--- src/rtl/dmem_copy_engine.sv ---
// Block copy engine for the single-port data memory.
// One read cycle and one write cycle per word, with a running 32-bit sum.
module dmem_copy_engine #(
    parameter int AW = 5,
    parameter int DW = 32
) (
    input  logic          clk,
    input  logic          reset,
    input  logic          start,
    input  logic [AW-1:0] src,
    input  logic [AW-1:0] dst,
    input  logic [AW:0]   len,
    output logic          busy,
    output logic          done,
    output logic [DW-1:0] sum,
    output logic          mem_we,
    output logic [AW-1:0] mem_a,
    output logic [DW-1:0] mem_wd,
    input  logic [DW-1:0] mem_rd
);

    typedef enum logic [1:0] {
        S_IDLE,
        S_RD,
        S_WR,
        S_DONE
    } state_t;

    state_t        state_q, state_d;
    logic [AW-1:0] src_q, src_d;
    logic [AW-1:0] dst_q, dst_d;
    logic [AW:0]   len_q, len_d;
    logic [AW:0]   cnt_q, cnt_d;
    logic [AW:0]   cnt_inc;
    logic [DW-1:0] sum_q, sum_d;
    logic [DW-1:0] data_q, data_d;
    logic [AW-1:0] rd_addr;
    logic [AW-1:0] wr_addr;

    assign cnt_inc = cnt_q + {{AW{1'b0}}, 1'b1};
    // Address sums are AW bits wide, so they wrap around the memory.
    assign rd_addr = src_q + cnt_q[AW-1:0];
    assign wr_addr = dst_q + cnt_q[AW-1:0];

    always_ff @(posedge clk) begin
        if (reset) begin
            state_q <= S_IDLE;
            src_q   <= '0;
            dst_q   <= '0;
            len_q   <= '0;
            cnt_q   <= '0;
            sum_q   <= '0;
            data_q  <= '0;
        end else begin
            state_q <= state_d;
            src_q   <= src_d;
            dst_q   <= dst_d;
            len_q   <= len_d;
            cnt_q   <= cnt_d;
            sum_q   <= sum_d;
            data_q  <= data_d;
        end
    end

    always_comb begin
        state_d = state_q;
        unique case (state_q)
            S_IDLE: begin
                if (start) begin
                    state_d = (len == '0) ? S_DONE : S_RD;
                end
            end
            S_RD:   state_d = S_WR;
            S_WR:   state_d = (cnt_inc == len_q) ? S_DONE : S_RD;
            S_DONE: state_d = S_IDLE;
            default: state_d = S_IDLE;
        endcase
    end

    // Command latch and datapath updates; start outside IDLE is dropped.
    always_comb begin
        src_d  = src_q;
        dst_d  = dst_q;
        len_d  = len_q;
        cnt_d  = cnt_q;
        sum_d  = sum_q;
        data_d = data_q;
        unique case (state_q)
            S_IDLE: begin
                if (start) begin
                    src_d = src;
                    dst_d = dst;
                    len_d = len;
                    cnt_d = '0;
                    sum_d = '0;
                end
            end
            S_RD: begin
                data_d = mem_rd;
                sum_d  = sum_q + mem_rd;
            end
            S_WR: begin
                cnt_d = cnt_inc;
            end
            default: begin
            end
        endcase
    end

    always_comb begin
        busy   = 1'b0;
        done   = 1'b0;
        mem_we = 1'b0;
        mem_a  = '0;
        unique case (state_q)
            S_RD: begin
                busy  = 1'b1;
                mem_a = rd_addr;
            end
            S_WR: begin
                busy   = 1'b1;
                mem_we = !reset;
                mem_a  = wr_addr;
            end
            S_DONE: begin
                done = 1'b1;
            end
            default: begin
            end
        endcase
    end

    assign mem_wd = data_q;
    assign sum    = sum_q;

endmodule

--- config.mk ---
export PLATFORM = sky130hd
export DESIGN_NAME = dmem_copy_engine
export DESIGN_NICKNAME = d
export VERILOG_FILES = /design/src/rtl/dmem_copy_engine.sv
export SDC_FILE = /design/constraint.sdc
export NUM_CORES = 1
export LEC_CHECK = 0
export CAP_MARGIN = 10
export CORE_MARGIN = 3
export CORE_UTILIZATION = 35
export CTS_BUF_LIST = sky130_fd_sc_hd__clkbuf_8
export DETAILED_ROUTE_END_ITERATION = 16
export HOLD_SLACK_MARGIN = 0.05
export SLEW_MARGIN = 20
export SYNTH_ARGS = -nofsm -noshare
export SYNTH_HDL_FRONTEND = slang
export SYNTH_SLANG_ARGS = --single-unit
export TNS_END_PERCENT = 100
--- constraint.sdc ---
create_clock -name clk -period 3 [get_ports clk]
set_input_delay 0.3 -clock clk [delete_from_list [all_inputs] [get_ports clk]]
set_output_delay 0.3 -clock clk [all_outputs]
set_load 0.02 [all_outputs]
==> key figures <==
Final layout
  • Most frequent cells in the layout: 117 x clkdlybuf4s50_1, 88 x dfxtp_1, 82 x nor2_1
  • Number of filler cells placed in the layout: roughly 1500
  • Final core occ: about 48%
  • Fin nets: between 800 and 900
  • FF+latch area: ~1800 um2
  • Area added between synthesis and finish: 33.10%
  • Footprint of the multi-input gates: roughly 3400 um2
  • Commonest non-fill, non-tap cell in the layout: clkdlybuf4s50_1
  • Post-route cell area: ~7000 um2
  • Share of layout cells above drive strength 1: 8.472%
  • Antenna cells: 0

CTS
  • CTS tree: yes
  • Post-CTS Setup Bufs: 0
  • Clk_lat worst skew: approximately 370 ps
  • Clock-pin slew on the worst setup and hold paths: around 90 ps
  • Cts hold-fix bufs: 0
  • Clk buf depth: 2
  • H-tree Lvls: 3
  • Total CTS buffers: 9
  • CTS root buf: clkbuf_8
  • Clk sinks: 88

Worst setup path
  • Worst r2r path cells: 9
  • CP Launch Type: register
  • Cell mode on critical path: inv_1
  • Reg-to-Reg End: sum[29]
  • Launch point of the worst reg-to-reg path: sum[12]
  • Internal reg-to-reg setup slack: about 390 ps
  • Arr. time, crit path: ~2500 ps
  • Crit path max fanout: 3
  • Critical-path cell list: inv_2 -> ha_4 -> mux2_2 -> ha_1 -> inv_1 -> fa_2 -> inv_1 -> a21o_1 -> a21oi_1 -> xnor2_1 -> and2_1 -> buf_4
  • CP max stage delay: ~340 ps
  • Critical path's top delay family: adder cells
  • Worst EP required: ~2700 ps
  • Critical-path top delay cell: dfxtp_1
  • Worst setup path class: register to output port
  • CP Buf/Inv Count: 4
  • Critical Path Sink Type: output port

Placed design
  • Dpl ws: -21.75 ps
  • Port bufs: around 120
  • Hpwl dp: 11150 um
  • GP Congestion: between 0.8 and 0.9
  • DP Area: approximately 7000 um2

Route
  • WL final: 14530 um
  • Vias/cell: 5.136
  • Drt drc: 0
  • Iter 0 DRT Violations: 237
  • Pre-antenna DRT Iters: 5
  • Antenna Nets Post-Route: 0
  • Avg WL per Cell: between 15 and 20 um
  • Vias: between 4000 and 5000

Logic synthesis
  • Sequential-to-total area share from yosys stat: about a third
  • Asr flop ratio synth: 0%
  • Ys flop type: dfxtp_1
  • Post-synth EDFFs: 0
  • Synth Cell Area: roughly 5300 um2
  • Yosys top cell area share: about a third
  • Mapped Cells: roughly 640
  • Mean Syn Cell Area: slightly above 8 um2
  • Largest area contributor in the netlist: dfxtp_1
  • Synth area leaders: dfxtp_1 33%, ha_1 9.5%, mux2i_1 6.8%, nor2_1 5.8%, a21oi_1 5.7%
  • Synth Warn #: 0
  • Library cells used by synthesis: 56
  • Net count after synthesis: around 730
  • FF+latch count, synth: 88

Floorplan
  • Starting density of the core: between 30 and 40%
  • Die Area: around 17000 um2
  • Die Width: approximately 130 um
  • Die height: 128.7 um
  • Num ports: ~120
  • Floorplan core area: 14640 um2
  • FP Rows: 44

GRT
  • Vias in the first global route: between 5000 and 6000
  • Initial antenna violation count: 0
  • Pin count of the biggest net entering global routing: 30
  • First-pass GRT wire length: roughly 24000 um
  • Grt peak-use layer: met2
  • Overflow after GRT: 0
  • Met3 Usage GRT: under 10%
  • Total GRT Usage: about 18%
  • Met1 Use GR: about a quarter
  • GR Util met2: between 20% and 30%

Timing
  • Period minus WS final: roughly 2800 ps
  • Final setup violation count: 0
  • Final count of hold timing violations: 0
  • F_max: ~360 MHz
  • Final slew viol count: 0
  • RSZ-0062 raised after global routing: false
  • Post-route worst setup slack: around 180 ps
  • Period utilisation layout: 93.86%
  • Worst Max-Slew Pin Slew: approximately 560 ps
  • Rel. slew slack: 62.74%
  • Worst Hold Slack: between 300 and 400 ps
  • Clk_skew: between 9 and 10 ps

Min path
  • Hold Path Sink: mem_wd[1]
  • Hold path depth: 2
  • Worst hold start: reset
  • Tightest Hold Check Type: input port to register

Power and ir drop
  • P_leak: a little under 3 nW
  • VDD IR max: 0.2553 mV
  • PwrDens: just under 700 nW/um2

Status
  • Status: finished clean

Job
  • Max cap viols: 0
-- cell usage after synthesis (14+ instances only) --
library cell	instances
mux2i_1	36
a21oi_1	60
dfxtp_1	88
clkbuf_1	18
inv_1	16
xnor2_1	19
a21o_1	19
o21ai_0	32
ha_1	40
nor2_1	82
nand2_1	74
xor2_1	14
-- state kept, by name (all words and copies together), names as in the netlist --
signal and count:
state_q 2, len_q 6, dst_q 5, mem_wd 32
sum 32, src_q 5, cnt_q 6
-- logic make-up (layout without fill, tap and decap cells) --
group	count (synthesis)	after routing	share of synthesized area (%)
adders and majority gates	42	42	10.25
buffers and inverters	43	186	3.275
DFF	88	88	33.41
xor gates and xnor gates	33	33	5.482
AOI/OAI and AO/OA	180	180	22.21
and+or+nand+nor	210	210	17.68
muxes	40	40	7.689
-- worst max path at each step --
stage | from | endpoint | slack (ps) | cells past startpoint
3_3_place_gp | mem_rd[0] | sum[28] | 30 | 12
5_1_grt | state_q[0] | mem_a[4] | 60 | 12
2_1_floorplan | state_q[0] | mem_a[4] | 310 | 12
6_report | state_q[0] | mem_a[4] | 180 | 12
4_1_cts | state_q[0] | mem_a[3] | 40 | 10
3_5_place_dp | mem_rd[0] | sum[28] | -20 | 12
-- per-layer routing --
layer | up-vias | wire (um) | part of all wire [%]
met1 | 2327 | 7039 | 48
met5 | - | 0 | 0
met3 | 13 | 693 | 4.8
li1 | 2509 | - | -
met4 | 0 | 186 | 1.3
met2 | 97 | 6614 | 46
-- where the power goes --
group	leakage [nW]	switching, mW	internal (mW)
logic	2.11	1.34	1.12
registers	0.718	0.154	1.39
clock network	0.104	0.417	0.307
total	2.93	1.92	2.82
-- final cells by class --
class	instances	area share, %
Sequential cell	88	25.10
Clock buffer	10	1.961
Clock inverter	6	0.3209
Tap cell	184	3.280
Multi-Input combinational cell	505	47.87
Timing Repair Buffer	154	20.61
Inverter	16	0.8558
-- per-stage QoR --
stage	setup TNS [ps]	cells	total power [mW]
final	0	963	4.731
after global routing	0	963	5.084
after CTS	0	963	4.772
after detailed placement	-21.75	947	4.033
after global placement	0	947	3.994
after floorplan	0	636	3.096
-- what timing repair did --
action / in CTS / in global routing
hold endpoints to repair: 0 / 0
resized for setup: 10 / 6
endpoints found under the setup margin: 4 / 2
Note: power is estimated with default switching activity, not from simulation.
